## src/rtl/bcd_countdown_pkg.sv

```systemverilog
// Shared definitions for the BCD countdown timer: FSM state encoding and BCD digit constants.
package bcd_countdown_pkg;

  typedef enum logic [1:0] {
    IDLE    = 2'd0,
    RUN     = 2'd1,
    EXPIRED = 2'd2
  } state_t;

  localparam logic [3:0] BCD_MAX  = 4'd9;
  localparam logic [3:0] BCD_ZERO = 4'd0;

  // Invalid BCD digits (A..F) saturate to 9 so the count is always valid BCD.
  function automatic logic [3:0] bcd_clamp(input logic [3:0] v);
    return (v > BCD_MAX) ? BCD_MAX : v;
  endfunction

endpackage

```

## src/rtl/bcd_down_digit.sv

```systemverilog
// One down-counting decade cell: synchronous load, decrement with 0 -> 9 wrap and borrow out.
module bcd_down_digit
  import bcd_countdown_pkg::*;
(
  input  logic       clk,
  input  logic       notMr,
  input  logic       load,
  input  logic [3:0] dIn,
  input  logic       dec,
  output logic [3:0] digit,
  output logic       bo
);

  always_ff @(posedge clk or negedge notMr) begin
    if (!notMr) begin
      digit <= BCD_ZERO;
    end else if (load) begin
      digit <= dIn;
    end else if (dec) begin
      digit <= (digit == BCD_ZERO) ? BCD_MAX : digit - 4'd1;
    end
  end

  assign bo = dec & (digit == BCD_ZERO);

endmodule

```

## src/rtl/bcd_countdown.sv

```systemverilog
// Multi-digit BCD countdown timer with load, start, pause via en, and stop or auto-reload at expiry.
module bcd_countdown
  import bcd_countdown_pkg::*;
#(
  parameter int unsigned DIGITS = 4
) (
  input  logic                  clk,
  input  logic                  notMr,
  input  logic                  notLoad,
  input  logic [4*DIGITS-1:0]   d,
  input  logic                  en,
  input  logic                  start,
  input  logic                  autoReload,
  output logic [4*DIGITS-1:0]   q,
  output logic                  running,
  output logic                  done
);

  localparam int unsigned W = 4 * DIGITS;

  state_t         state;
  state_t         next_state;
  logic [W-1:0]   reload_q;
  logic [W-1:0]   d_clamped;
  logic [W-1:0]   load_val;
  logic           load_en;
  logic           dec0;
  logic           done_n;
  logic           q_zero;
  logic           q_one;
  logic [DIGITS-1:0] dec;
  logic [DIGITS-1:0] bo;
  logic           unused_msd_bo;

  assign q_zero        = (q == '0);
  assign q_one         = (q == W'(1));
  assign unused_msd_bo = bo[DIGITS-1];

  // Expiry and restart reuse the digits' load path instead of a separate clear.
  always_comb begin
    next_state = state;
    load_en    = 1'b0;
    load_val   = d_clamped;
    dec0       = 1'b0;
    done_n     = 1'b0;
    if (!notLoad) begin
      load_en    = 1'b1;
      next_state = IDLE;
    end else begin
      case (state)
        IDLE: begin
          if (start && !q_zero) next_state = RUN;
        end
        RUN: begin
          if (en && q_one) begin
            done_n  = 1'b1;
            load_en = 1'b1;
            if (autoReload) begin
              load_val = reload_q;
            end else begin
              load_val   = '0;
              next_state = EXPIRED;
            end
          end else if (en && !q_zero) begin
            dec0 = 1'b1;
          end
        end
        EXPIRED: begin
          if (start && (reload_q != '0)) begin
            load_en    = 1'b1;
            load_val   = reload_q;
            next_state = RUN;
          end
        end
        default: next_state = IDLE;
      endcase
    end
  end

  always_ff @(posedge clk or negedge notMr) begin
    if (!notMr) begin
      state    <= IDLE;
      running  <= 1'b0;
      done     <= 1'b0;
      reload_q <= '0;
    end else begin
      state   <= next_state;
      running <= (next_state == RUN);
      done    <= done_n;
      if (!notLoad) reload_q <= d_clamped;
    end
  end

  for (genvar i = 0; i < DIGITS; i++) begin : g_digit
    assign d_clamped[4*i +: 4] = bcd_clamp(d[4*i +: 4]);

    if (i == 0) begin : g_lsd
      assign dec[i] = dec0;
    end else begin : g_chain
      assign dec[i] = dec[i-1] & bo[i-1];
    end

    bcd_down_digit u_digit (
      .clk   (clk),
      .notMr (notMr),
      .load  (load_en),
      .dIn   (load_val[4*i +: 4]),
      .dec   (dec[i]),
      .digit (q[4*i +: 4]),
      .bo    (bo[i])
    );
  end

endmodule
```

## config.mk

```make
export PLATFORM = sky130hd
export DESIGN_NAME = bcd_countdown
export DESIGN_NICKNAME = d
export VERILOG_FILES = /design/src/rtl/bcd_countdown_pkg.sv /design/src/rtl/bcd_down_digit.sv /design/src/rtl/bcd_countdown.sv
export SDC_FILE = /design/constraint.sdc
export NUM_CORES = 1
export LEC_CHECK = 0
export ABC_AREA = 1
export CORE_MARGIN = 5
export CORE_UTILIZATION = 40
export DETAILED_ROUTE_END_ITERATION = 6
export PLACE_DENSITY = 0.66
export SYNTH_ARGS = -nofsm -noshare
export SYNTH_HDL_FRONTEND = slang
export SYNTH_HIERARCHICAL = 1
export SYNTH_SLANG_ARGS = --single-unit
export TNS_END_PERCENT = 10
```

## constraint.sdc

```tcl
create_clock -name clk -period 4 [get_ports clk]
set_input_delay 0.6 -clock clk [delete_from_list [all_inputs] [get_ports clk]]
set_output_delay 0.6 -clock clk [all_outputs]
set_load 0.01 [all_outputs]
```

==> flow_metrics.env <==
export IMPL_crit_path_top_delay_cell="clkdlybuf4s50_1"
export IMPL_tns_ns=0
export IMPL_max_vdd_ir_drop_mv=0.145
export IMPL_yosys_warnings=6
export IMPL_cp_required_ns=4.17
export IMPL_syn_nets=388
export IMPL_cts_tree="built"
export IMPL_power_density_mw_per_mm2=324
export IMPL_cts_hold_buf=0
export IMPL_clock_path_buffers=2
export IMPL_nets=431
export IMPL_fin_crit_sh_pct=80.5
export IMPL_leakage_uw=0.00147
export IMPL_finalMaxSlewViolations=0
export IMPL_avgSynthCellArea_um2=6.74
export IMPL_rows=28
export IMPL_rsz0062_at_grt="false"
export IMPL_grt_max_degree=37
export IMPL_core_area_mm2=0.00592
export IMPL_seqCellArea_um2=901
export IMPL_grt_ovfl_total=0
export IMPL_dr_pass1_iters=4
export IMPL_vias=2423
export IMPL_cts_resized=0
export IMPL_fill_cells=601
export IMPL_grt_pass1_vias=2282
export IMPL_crit_path_max_fanout=6
export IMPL_multi_input_area_mm2=0.00134
export IMPL_antenna_found_initial=0
export IMPL_hpwl_mm=4.62
export IMPL_finalInstanceArea_mm2=0.00299
export IMPL_startpoint_type="primary input"
export IMPL_syn2layout_area_growth_pct=22.6
export IMPL_crit_path_end_kind="flop"
export IMPL_io_pins=40
export IMPL_port_buffers=39
export IMPL_h_tree_depth=2
export IMPL_numCtsBuffers=5
export IMPL_synth_area_mm2=0.00244
export IMPL_drv_cap=0
export IMPL_hp_class="in2async"
export IMPL_cts_setup_buffers=0
export IMPL_grt_pass1_wl_mm=10.8
export IMPL_hold_viol=0
export IMPL_status="finished clean"
export IMPL_drt_wirelength_per_cell_um=12.8
export IMPL_fin_crit_ns=3.22
export IMPL_layout_drive_gt1_share_pct=9.36
export IMPL_cts_sinks=36
export IMPL_fp_dieH_um=88.1
export IMPL_cpPeakStageDelay_ns=0.47
export IMPL_path_clk_slew_ns=0.07
export IMPL_dpl_instance_area_mm2=0.00290
export IMPL_tightest_slew_ns=0.833
export IMPL_crit_arrival_ns=3.39
export IMPL_die_area_mm2=0.00776
export IMPL_remaining_drc_errors=0
export IMPL_setup_violations=0
export IMPL_crit_type="in2reg"
export IMPL_slew_headroom_pct=44.5
export IMPL_fp_dieW_um=88.1
export IMPL_ant_nets=0
export IMPL_cts_root_buf="clkbuf_8"
export IMPL_insertion_delay_ns=0.28
export IMPL_initial_utilization_pct=41.2
export IMPL_synthCells=362
export IMPL_grtUsageTotal_pct=17.7
export IMPL_gp_congestion=0.837
export IMPL_dr_first_iter_drc_count=174
export IMPL_antenna_cells=0
export IMPL_vias_per_cell=5.04
export IMPL_fmax_mhz=311
export IMPL_crit_chain="clkdlybuf4s50_1, nand2_1, o21ai_2, nor2_1, nand2_1, nor2_1, nand2_1, inv_1, nand2_1, nor2_1, inv_1, nor2_1, nand2_1, nor2_1, nor3b_1, nor2_1, a22oi_1, nand2_1"
export IMPL_finClkSkew_ns=0.00355
export IMPL_wl_mm=6.14
## power breakdown
group          switching, uW  leakage [uW]  internal (uW)
logic                    143      0.000985            113
registers               46.2      0.000441            399
clock network            129     0.0000455            141
total                    318       0.00147            653
## final cells by class
cell class	count	share of cell area, %
clock buffer	8	3.01
timing repair buffer	42	13.6
sequential	36	30.1
inverter	40	5.27
multi-input combinational	280	44.8
tap	75	3.14
## through the flow
| step | total power (uW) | worst slack (ns) | hold slack (ns) | cells | utilization (%) |
|---|---|---|---|---|---|
| after floorplan | 595 | 1.16 | 0.304 | 362 | - |
| after global placement | 707 | 0.629 | 0.521 | 473 | 49.0 |
| after detailed placement | 709 | 0.496 | 0.527 | 473 | 49.0 |
| after CTS | 981 | 0.798 | 0.443 | 481 | 50.5 |
| after global routing | 1040 | 0.341 | 0.492 | 481 | 50.5 |
| final | 970 | 0.780 | 0.415 | 481 | 50.5 |
## critical path, delay by kind of cell
| family | cells | cell delay [ns] |
|---|---|---|
| AOI/OAI and AO/OA | 2 | 0.28 |
| buffers and inverters | 3 | 0.69 |
| and+or+nand+nor | 13 | 1.81 |
## per-layer routing
metal	routed length (um)	vias to the layer above	global-route usage [%]
met5	0	-	0
met4	58	0	4.40
met3	299	7	3.76
met2	2990	53	29.7
met1	2790	1113	23.3
li1	-	1250	-
## final timing paths
check | slack [ns] | end | start | depth (start not counted)
max in group asynchronous | 3.07 | g_digit[0].u_digit/digit[1]$_DFFE_PN0P_ | notMr | 1
worst max register to register | 0.87 | g_digit[3].u_digit/digit[2]$_DFFE_PN0P_ | g_digit[1].u_digit/digit[0]$_DFFE_PN0P_ | 20
min in group clk | 0.54 | reload_q[3]$_DFFE_PN0N_ | reload_q[3]$_DFFE_PN0N_ | 2
worst min-delay path | 0.42 | reload_q[4]$_DFFE_PN0N_ | notMr | 1
worst min register to register | 0.54 | reload_q[3]$_DFFE_PN0N_ | reload_q[3]$_DFFE_PN0N_ | 2
worst max-delay path | 0.78 | g_digit[3].u_digit/digit[2]$_DFFE_PN0P_ | en | 18
## sequential cells by signal, summed over array words and instances (netlist names)
signal                 flops
reload_q                  16
running                    1
done                       1
state                      2
g_digit.u_digit/digit     16
## layout by cell type (no fill, tap or decap), types with 6 or more instances in the layout
cell type	n
o21ai_0	17
nor2_2	6
a21oi_1	8
dfrtp_1	36
clkdlybuf4s50_1	38
inv_1	35
nand2_1	120
nand3_1	38
nand4_1	6
clkbuf_8	6
nor2_1	50
Power figures use the tool's default switching activity.
